### src/rtl/output_requant_fifo_pkg.sv
// ============================================================================
// Package : out_pkg
// Shared types, coordinate widths and the requantization reference function.
// Revision: 1.0 - initial release
// ============================================================================
`default_nettype none

package out_pkg;

    localparam int ACC_W = 32;
    localparam int IO_W  = 16;
    localparam int X_W   = $clog2(1024);
    localparam int Y_W   = $clog2(1024);
    localparam int CH_W  = $clog2(64);

    typedef struct packed {
        logic signed [IO_W-1:0] data;
        logic [X_W-1:0]         x;
        logic [Y_W-1:0]         y;
        logic [CH_W-1:0]        ch;
    } out_beat_t;

    // Round-half-up arithmetic shift, optional ReLU, saturate to IO_W.
    function automatic logic signed [IO_W-1:0] sat_round(
        input logic signed [ACC_W-1:0] acc,
        input logic [4:0]              shift,
        input logic                    relu
    );
        logic signed [63:0] v;
        logic signed [63:0] sat_max;
        logic signed [63:0] sat_min;
        sat_max = (64'sd1 <<< (IO_W - 1)) - 64'sd1;
        sat_min = -(64'sd1 <<< (IO_W - 1));
        v = {{(64-ACC_W){acc[ACC_W-1]}}, acc};
        if (shift != 5'd0) begin
            v = (v + (64'sd1 <<< (shift - 5'd1))) >>> shift;
        end
        if (relu && (v < 64'sd0)) begin
            v = 64'sd0;
        end else if (v > sat_max) begin
            v = sat_max;
        end else if (v < sat_min) begin
            v = sat_min;
        end
        return v[IO_W-1:0];
    endfunction

endpackage

`default_nettype wire

### src/rtl/output_requant_fifo_sync_fifo.sv
// ============================================================================
// Module  : sync_fifo
// Single-clock FIFO, registered memory, first-word fall-through read.
// Revision: 1.0 - initial release
// ============================================================================
`default_nettype none

module sync_fifo #(
    parameter int WIDTH = 8,
    parameter int DEPTH = 16
) (
    input  logic                     clk,
    input  logic                     rst,
    input  logic                     clear,
    input  logic                     push,
    input  logic                     pop,
    input  logic [WIDTH-1:0]         din,
    output logic [WIDTH-1:0]         dout,
    output logic                     full,
    output logic                     empty,
    output logic [$clog2(DEPTH):0]   count
);

    localparam int AW = $clog2(DEPTH);

    logic [WIDTH-1:0] mem [DEPTH];
    logic [AW:0]      r_wr_ptr;
    logic [AW:0]      r_rd_ptr;
    logic             w_do_push;
    logic             w_do_pop;

    // Extra MSB on the pointers separates full from empty.
    assign empty     = (r_wr_ptr == r_rd_ptr);
    assign full      = (r_wr_ptr[AW] != r_rd_ptr[AW]) &&
                       (r_wr_ptr[AW-1:0] == r_rd_ptr[AW-1:0]);
    assign count     = r_wr_ptr - r_rd_ptr;
    assign w_do_pop  = pop && !empty;
    assign w_do_push = push && (!full || w_do_pop);
    assign dout      = mem[r_rd_ptr[AW-1:0]];

    always_ff @(posedge clk or posedge rst) begin
        if (rst) begin
            r_wr_ptr <= '0;
            r_rd_ptr <= '0;
        end else if (clear) begin
            r_wr_ptr <= '0;
            r_rd_ptr <= '0;
        end else begin
            if (w_do_push) r_wr_ptr <= r_wr_ptr + 1'b1;
            if (w_do_pop)  r_rd_ptr <= r_rd_ptr + 1'b1;
        end
    end

    always_ff @(posedge clk) begin
        if (w_do_push) mem[r_wr_ptr[AW-1:0]] <= din;
    end

endmodule

`default_nettype wire

### src/rtl/output_requant_fifo.sv
// ============================================================================
// Module  : output_requant_fifo
// Requantizes accumulator beats (round/shift/ReLU/saturate) and buffers them.
// Revision: 1.0 - initial release
// ============================================================================
`default_nettype none

module output_requant_fifo
    import out_pkg::*;
#(
    parameter int ACCUMULATION_WIDTH = 32,
    parameter int IO_DATA_WIDTH      = 16,
    parameter int FEATURE_MAP_WIDTH  = 1024,
    parameter int FEATURE_MAP_HEIGHT = 1024,
    parameter int OUTPUT_NB_CHANNELS = 64,
    parameter int FIFO_DEPTH         = 16,
    parameter int AF_MARGIN          = 3
) (
    input  logic                                    clk,
    input  logic                                    arst_in,
    input  logic                                    clear,
    input  logic [4:0]                              shift_amt,
    input  logic                                    relu_en,
    input  logic signed [ACCUMULATION_WIDTH-1:0]    acc_in,
    input  logic                                    acc_valid,
    input  logic [$clog2(FEATURE_MAP_WIDTH)-1:0]    acc_x,
    input  logic [$clog2(FEATURE_MAP_HEIGHT)-1:0]   acc_y,
    input  logic [$clog2(OUTPUT_NB_CHANNELS)-1:0]   acc_ch,
    output logic                                    almost_full,
    output logic signed [IO_DATA_WIDTH-1:0]         out_data,
    output logic [$clog2(FEATURE_MAP_WIDTH)-1:0]    out_x,
    output logic [$clog2(FEATURE_MAP_HEIGHT)-1:0]   out_y,
    output logic [$clog2(OUTPUT_NB_CHANNELS)-1:0]   out_ch,
    output logic                                    out_valid,
    input  logic                                    out_ready,
    output logic                                    overflow,
    output logic [15:0]                             drop_count
);

    localparam int AW       = ACCUMULATION_WIDTH;
    localparam int OW       = IO_DATA_WIDTH;
    localparam int XW       = $clog2(FEATURE_MAP_WIDTH);
    localparam int YW       = $clog2(FEATURE_MAP_HEIGHT);
    localparam int CW       = $clog2(OUTPUT_NB_CHANNELS);
    localparam int FW       = OW + XW + YW + CW;
    localparam int PW       = $clog2(FIFO_DEPTH);
    localparam int AF_LEVEL_I = FIFO_DEPTH - AF_MARGIN;
    localparam logic [PW:0] AF_LEVEL = AF_LEVEL_I[PW:0];

    // S1: round and shift in AW+1 bits so the bias add cannot wrap.
    logic signed [AW:0] w_ext;
    logic signed [AW:0] w_bias;
    logic signed [AW:0] w_rnd;

    always_comb begin
        w_ext  = {acc_in[AW-1], acc_in};
        w_bias = '0;
        if (shift_amt != 5'd0) begin
            w_bias = {{AW{1'b0}}, 1'b1} << (shift_amt - 5'd1);
        end
        w_rnd = (w_ext + w_bias) >>> shift_amt;
    end

    logic               r_s1_valid;
    logic signed [AW:0] r_s1_val;
    logic               r_s1_relu;
    logic [XW-1:0]      r_s1_x;
    logic [YW-1:0]      r_s1_y;
    logic [CW-1:0]      r_s1_ch;

    always_ff @(posedge clk or posedge arst_in) begin
        if (arst_in) begin
            r_s1_valid <= 1'b0;
            r_s1_val   <= '0;
            r_s1_relu  <= 1'b0;
            r_s1_x     <= '0;
            r_s1_y     <= '0;
            r_s1_ch    <= '0;
        end else begin
            r_s1_valid <= acc_valid && !clear;
            r_s1_val   <= w_rnd;
            r_s1_relu  <= relu_en;
            r_s1_x     <= acc_x;
            r_s1_y     <= acc_y;
            r_s1_ch    <= acc_ch;
        end
    end

    // S2: value fits when all bits above the output sign bit match it.
    logic signed [OW-1:0] w_sat;

    always_comb begin
        w_sat = r_s1_val[OW-1:0];
        if (r_s1_relu && r_s1_val[AW]) begin
            w_sat = '0;
        end else if (!r_s1_val[AW] && (|r_s1_val[AW-1:OW-1])) begin
            w_sat = {1'b0, {(OW-1){1'b1}}};
        end else if (r_s1_val[AW] && !(&r_s1_val[AW-1:OW-1])) begin
            w_sat = {1'b1, {(OW-1){1'b0}}};
        end
    end

    logic                 r_s2_valid;
    logic signed [OW-1:0] r_s2_data;
    logic [XW-1:0]        r_s2_x;
    logic [YW-1:0]        r_s2_y;
    logic [CW-1:0]        r_s2_ch;

    always_ff @(posedge clk or posedge arst_in) begin
        if (arst_in) begin
            r_s2_valid <= 1'b0;
            r_s2_data  <= '0;
            r_s2_x     <= '0;
            r_s2_y     <= '0;
            r_s2_ch    <= '0;
        end else begin
            r_s2_valid <= r_s1_valid && !clear;
            r_s2_data  <= w_sat;
            r_s2_x     <= r_s1_x;
            r_s2_y     <= r_s1_y;
            r_s2_ch    <= r_s1_ch;
        end
    end

    logic          w_full;
    logic          w_empty;
    logic [PW:0]   w_count;
    logic [PW:0]   w_count_next;
    logic [FW-1:0] w_dout;
    logic          w_pop;
    logic          w_push;
    logic          w_drop;

    assign w_pop  = !w_empty && out_ready;
    assign w_push = r_s2_valid && (!w_full || w_pop);
    assign w_drop = r_s2_valid && w_full && !w_pop;
    assign w_count_next = w_count + {{PW{1'b0}}, w_push} - {{PW{1'b0}}, w_pop};

    sync_fifo #(
        .WIDTH (FW),
        .DEPTH (FIFO_DEPTH)
    ) u_fifo (
        .clk   (clk),
        .rst   (arst_in),
        .clear (clear),
        .push  (w_push),
        .pop   (w_pop),
        .din   ({r_s2_data, r_s2_x, r_s2_y, r_s2_ch}),
        .dout  (w_dout),
        .full  (w_full),
        .empty (w_empty),
        .count (w_count)
    );

    // Memory is not reset, so the head is masked while the FIFO is empty.
    assign out_valid = !w_empty;
    assign {out_data, out_x, out_y, out_ch} = w_empty ? '0 : w_dout;

    always_ff @(posedge clk or posedge arst_in) begin
        if (arst_in) begin
            almost_full <= 1'b0;
            overflow    <= 1'b0;
            drop_count  <= '0;
        end else if (clear) begin
            almost_full <= 1'b0;
            overflow    <= 1'b0;
            drop_count  <= '0;
        end else begin
            almost_full <= (w_count_next >= AF_LEVEL);
            if (w_drop) begin
                overflow <= 1'b1;
                if (drop_count != 16'hFFFF) drop_count <= drop_count + 16'd1;
            end
        end
    end

endmodule

`default_nettype wire

### config.mk
export PLATFORM = sky130hd
export DESIGN_NAME = output_requant_fifo
export DESIGN_NICKNAME = d
export VERILOG_FILES = /design/src/rtl/output_requant_fifo_pkg.sv /design/src/rtl/output_requant_fifo_sync_fifo.sv /design/src/rtl/output_requant_fifo.sv
export SDC_FILE = /design/constraint.sdc
export NUM_CORES = 1
export LEC_CHECK = 0
export CAP_MARGIN = 20
export CORE_MARGIN = 2
export CORE_UTILIZATION = 60
export DETAILED_ROUTE_END_ITERATION = 7
export PLACE_DENSITY = 0.79
export SYNTH_ARGS = -nofsm -noshare
export SYNTH_HDL_FRONTEND = slang
export SYNTH_SLANG_ARGS = --single-unit
export TNS_END_PERCENT = 30
### constraint.sdc
create_clock -name clk -period 9.2 [get_ports clk]
set_input_delay 1.84 -clock clk [delete_from_list [all_inputs] [get_ports clk]]
set_output_delay 1.84 -clock clk [all_outputs]
set_load 0.01 [all_outputs]
---- Word-level counts from Yosys, hierarchy flattened ----
Memories as Yosys holds them, arrays and structs flattened.
Index checks and enable logic that the tools add are counted.
cells by class
  add/sub/neg operators ................... 8
  magnitude comparators ................... 1
  equality and inequality tests ........... 4
  shifts and indexed selects .............. 2
  mux-type cells .......................... 17
  reductions and logical operators ........ 28
operators by type and width
  cell                                                  count
  two-way mux 16 bit                                    6
  two-way mux 42 bit                                    1
  adder 32 x 33 -> 33 bit                               1
  two-way mux 33 bit                                    1
  << shifter 1 x 5 -> 33 bit (first input constant)     1
  >>> shifter 33 x 5 -> 33 bit                          1
  two-way mux 5 bit                                     4
  AND reduction 17 bit                                  1
  OR reduction 17 bit                                   1
  adder 16 x 1 -> 16 bit (second input constant)        1
  != test 16 bit (second input constant)                1
  logical AND 1 bit                                     12
  adder 5 x 1 -> 5 bit (second input constant)          2
  nonzero test 2 bit                                    4
  zero test 1 bit                                       6
  adder 5 x 1 -> 5 bit                                  1
  == test 5 bit                                         1
  >= comparator 5 x 4 -> 1 bit (second input constant)  1
  two-way mux 1 bit                                     5
  nonzero test 5 bit                                    1
  subtractor 5 x 1 -> 5 bit                             1
  subtractor 5 x 1 -> 5 bit (second input constant)     1
  subtractor 5 bit                                      1
  == test 4 bit                                         1
  other kinds (3)                                       4
storage, ports and cells
  register bits after elaboration ......... 132
  bits in writable memories ............... 672
  input bits .............................. 69
  memories ................................ 1
memory list
  name        depth  bits a word  rd ports  clocked after Yosys merged registers in  wr ports  RTL line                             RTL
  u_fifo.mem  16     42           1         0                                        1         output_requant_fifo_sync_fifo.sv:26  logic [WIDTH-1:0] mem [DEPTH];

---- Longest topological paths before layout ----
  word-level depth ........................ 9
  mapped depth ............................ 18
  depth with buffers taken out ............ 15

---- Modules after synthesis ----
Synthesis repeated with hierarchy kept, for this count alone.
unflattened totals
  cells, all modules ...................... 2359
  area, all modules ....................... 35880.7 sq um
by module, submodules not included
  module               times used  cells each  area an instance (sq um)
  sync_fifo            1           1213        26404.1
  output_requant_fifo  1           1146        9476.6

---- Worst setup path before layout ----
Ideal clock, no wire load.
  kind .................................... input port to flip-flop
  from .................................... input port shift_amt[2]
  to ...................................... register r_s1_val[22]
  setup time .............................. 104 ps
  arrival ................................. 5992 ps
  data required time ...................... 9096 ps
  slack ................................... 3104 ps
  stages .................................. 18
  path buffers ............................ 4
  cells stage by stage .................... clkbuf_1 > inv_2 > buf_1 > clkbuf_1 > nand2_1 > nor2_1 > ha_1 > fa_1 > a211oi_1 > o21ai_1 > a221o_1 > buf_2 > a21oi_1 > mux2i_1 > nand3_1 > a221oi_1 > mux2i_1 > a221oi_1
on the way
  cells in the longest elaborated chain, start to end .. 5
  elaborated cells on any way between the ends .. 6
  those cells by class .................... 2 x add/sub; 2 x shift; 1 x mux; 1 x reduce/logical
RTL lines
  element                         RTL line                   RTL
  from (decl)                     output_requant_fifo.sv:22  input logic [4:0] shift_amt,
  subtractor 5 x 1 -> 5 bit       output_requant_fifo.sv:59  w_bias = {{AW{1'b0}}, 1'b1} << (shift_amt - 5'd1);
  << shifter 1 x 5 -> 33 bit      output_requant_fifo.sv:59
  two-way mux 33 bit              output_requant_fifo.sv:58  if (shift_amt != 5'd0) begin
  adder 32 x 33 -> 33 bit         output_requant_fifo.sv:61  w_rnd = (w_ext + w_bias) >>> shift_amt;
  >>> shifter 33 x 5 -> 33 bit *  output_requant_fifo.sv:61
  named net w_rnd[22]             output_requant_fifo.sv:53  logic signed [AW:0] w_rnd;
  to (signal assigned)            output_requant_fifo.sv:81  r_s1_val <= w_rnd;
  to (decl)                       output_requant_fifo.sv:65  logic signed [AW:0] r_s1_val;
Mark *: on every way through the listed nets, which the timed path passes. The rest lies on a longest branch.
A chain may end at the register's enable or synchronous reset.

---- Final worst setup path ----
  from .................................... input port shift_amt[4]
  to ...................................... register r_s1_val[22]
The elaborated chain is that of the path after synthesis.

==> reports/results.ini <==
[global_routing]
grt_max_degree = 172
overflow = 0
grt_pass1_vias = 21570
grt_pass1_wl_um = 141800
grt_antenna_before_repair = 0
track_usage = 0.3231

[routing]
viasPerCell = 6.983
met1Wirelength_um = 34870
dr_total_vias = 21350
avgRoutedWirePerCell_um = 31.02
dr.first_iter.drc_count = 2715
wl_um = 94830
first_pass_iters = 7
wl_met2_um = 49450
top_layer = met4
dr_wl_met3_um = 7242
drcViolationCount = 0
ant_nets = 0

[sta]
final_hold_viol_count = 0
finalCritPeriodShare = 0.7482
slew-limit-headroom = 0.2217
clock.fmax_mhz = 145.3
holdWs_ns = 0.3428
slew_viol_final = 0
clock_skew_ns = 0.01822
rsz0062_at_grt = false
setup_viol = 0
layout_min_cycle_time_ns = 6.883
setup_tns_ns = 0
worstMarginPinSlew_ns = 1.167

[critical_path]
cpPeakStageDelay_ns = 0.83
crit_path_end = r_s1_val[22]$_DFF_PP0_
timing.reg2reg.setup_slack_ns = 4.68
path_delay_family = compound AO/OA/AOI/OAI gates
worst-setup-path-type = primary input to flip-flop
timing.rr.end = almost_full$_DFF_PP0_
startpoint = shift_amt[4]
cp_num_buf_inv = 1
cp_slowest_cell = clkdlybuf4s50_1
cp.arrival_ns = 7.39
worst_setup_path_start_kind = primary input
required_ns = 9.71
r2r-start = u_fifo.r_rd_ptr[3]$_DFFE_PP0P_
path_cells = clkdlybuf4s50_1 -> nor2_1 -> nand2_1 -> nor2_1 -> ha_1 -> fa_1 -> a211oi_1 -> o21ai_1 -> a221o_1 -> a21oi_1 -> mux2i_1 -> nand3_1 -> a221oi_1 -> mux2i_1 -> a221oi_1
end_kind = flip-flop
cp.depth = 15
path_max_fanout = 13
r2r_cells = 14

[power_and_ir_drop]
total_power_mw = 8.079
combPwrFrac = 0.093
power_frac_clock = 0.394
ir_drop_mv = 0.1657
pwr-share-seq = 0.513
switchingPower_mw = 1.908
power_density_nw_per_um2 = 204.3
p_sw_frac = 0.2361
cellLeakagePower_nw = 13.04
p_int_mw = 6.172

[clocking]
cts_buffers = 78
cts_buffer_depth = 3
hold_buffers = 0
ctsResizeCount = 0
cts_setup_buffers = 0
clkLatencyLatePin_ns = 0.62
cts_tree = yes
clock-sinks = 804
cts-htree-levels = 3
clk_transition_reported_paths_ns = 0.06
clock-root-buffer = clkbuf_16

[floorplan]
placementRows = 88
die_h_um = 244.9
fp.dieArea_um2 = 59980
ios = 130
coreArea_um2 = 57590
die_x_um = 244.9
start_util = 0.6047

[status]
status = complete, no violations

[logic_synthesis]
synthArstFlopShare = 0.1642
synth_warnings = 0
synth_cells = 2099
seq_area_frac_synth = 0.6743
ys_ff_latch = 804
ys_types = 82
synth_edf_count = 672
yosysMostFrequentCell = edfxtp_1
synth.top_cell.area_share = 0.5795
netlist_area_um2 = 34820
ys_top_cells_by_count = edfxtp_1 (672), mux4_2 (214), nor2_1 (166), dfrtp_1 (132), nand2_1 (99)
syn-mean-instance-area_um2 = 16.59
ys.flop_type = edfxtp_1
synthTopCellsByArea = edfxtp_1 (58%), mux4_2 (14%), dfrtp_1 (9.5%), nor2_1 (1.8%), ha_1 (1.6%)
synth_nets = 2217
yosys.area.top_type = edfxtp_1

[min_path]
worstHoldPathType = flip-flop to flip-flop

[placement]
place_congestion = 0.9813
hpwlAfterDp_um = 48000
portBuffers = 129

[final_layout]
seqCellArea_um2 = 23500
area_delta_synth_final_pct = 13.59
finalNetCount = 2347
num_antenna_cells = 0
fillCellCount = 3506
multi_input_area_um2 = 10870
drive_above_1_share = 0.1784

[run]
drv_cap = 0

state kept, by name, summed over array words and instances, names as in the netlist, 6 cells and up:
name / count
drop_count: 16
r_s1_ch: 6
r_s1_val: 33
r_s1_x: 10
r_s1_y: 10
r_s2_ch: 6
r_s2_data: 16
r_s2_x: 10
r_s2_y: 10
u_fifo.mem: 672
worst min path at each step:
| stage | start | end | cells after the start |
|---|---|---|---|
| global placement | r_s1_ch[4]$_DFF_PP0_ | r_s2_ch[4]$_DFF_PP0_ | 0 |
| CTS | r_s1_ch[2]$_DFF_PP0_ | r_s2_ch[2]$_DFF_PP0_ | 0 |
| finish | r_s1_ch[2]$_DFF_PP0_ | r_s2_ch[2]$_DFF_PP0_ | 0 |
| detailed placement | r_s1_ch[2]$_DFF_PP0_ | r_s2_ch[2]$_DFF_PP0_ | 0 |
| floorplan | r_s1_ch[0]$_DFF_PP0_ | r_s2_ch[0]$_DFF_PP0_ | 0 |
| global route | r_s1_y[3]$_DFF_PP0_ | r_s2_y[3]$_DFF_PP0_ | 0 |
layer usage:
metal  vias to the layer above  GRT usage
met4                         0     0.1257
met1                     11070     0.4269
met3                       222    0.04013
li1                       8685          -
met5                         -          0
met2                      1365     0.5542
layout make-up:
| type | count | area share |
|---|---|---|
| well taps | 765 | 0.02420 |
| clock buffers | 99 | 0.05371 |
| repair buffers | 169 | 0.04106 |
| clock inverters | 44 | 0.009173 |
| flip-flops and latches | 804 | 0.5940 |
| inverters | 32 | 0.003163 |
| multi-input cells | 1144 | 0.2747 |
power by group through the flow:
stage / Clock, mW / Sequential, mW / Combinational [mW]
final: 3.18 / 4.14 / 0.752
after global routing: 3.33 / 4.15 / 0.800
after CTS: 3.21 / 4.14 / 0.747
after detailed placement: 0 / 4.21 / 0.730
after global placement: 0 / 4.20 / 0.718
after floorplan: 0 / 4.16 / 0.498
cells by family after synthesis:
group	count (synthesis)	share of synthesized area
flip-flops	804	0.6743
XOR/XNOR	47	0.01182
buffers and inverters	151	0.01689
other	1	0.0001077
AND/OR/NAND/NOR	482	0.06622
adder cells (fa/ha/maj)	49	0.01847
multiplexers	246	0.1478
AO/OA/AOI/OAI	319	0.06435
placed cells by master, fill, tap and decap left out, drive strengths merged, types with 10 or more instances in the layout:
cell	netlist	final
nor4	10	10
edfxtp	672	672
ha	45	45
inv	31	36
o211ai	20	20
a211oi	27	27
buf	42	40
or3	14	14
xor2	25	25
and2	50	50
nand3	39	39
and4	10	10
mux4	214	214
xnor2	22	22
nor2	166	166
nand4	26	26
a21oi	67	67
dfrtp	132	132
clkbuf	77	99
a31oi	15	15
clkdlybuf4s50	0	129
a21o	11	11
o21a	11	11
nand2	99	99
mux2i	26	26
clkinv	1	30
nor3	28	28
o21ai	55	55
and3	17	17
stage by stage:
step	cell area (um^2)	std cells	worst slack [ns]	util
6_report	39550	3057	2.317	0.6869
4_1_cts	39530	3055	2.461	0.6865
2_1_floorplan	34820	2099	3.104	-
3_3_place_gp	37040	2912	1.889	0.6433
5_1_grt	39550	3057	1.990	0.6869
3_5_place_dp	37040	2912	1.841	0.6433
Note: power is estimated with default switching activity, not from simulation.
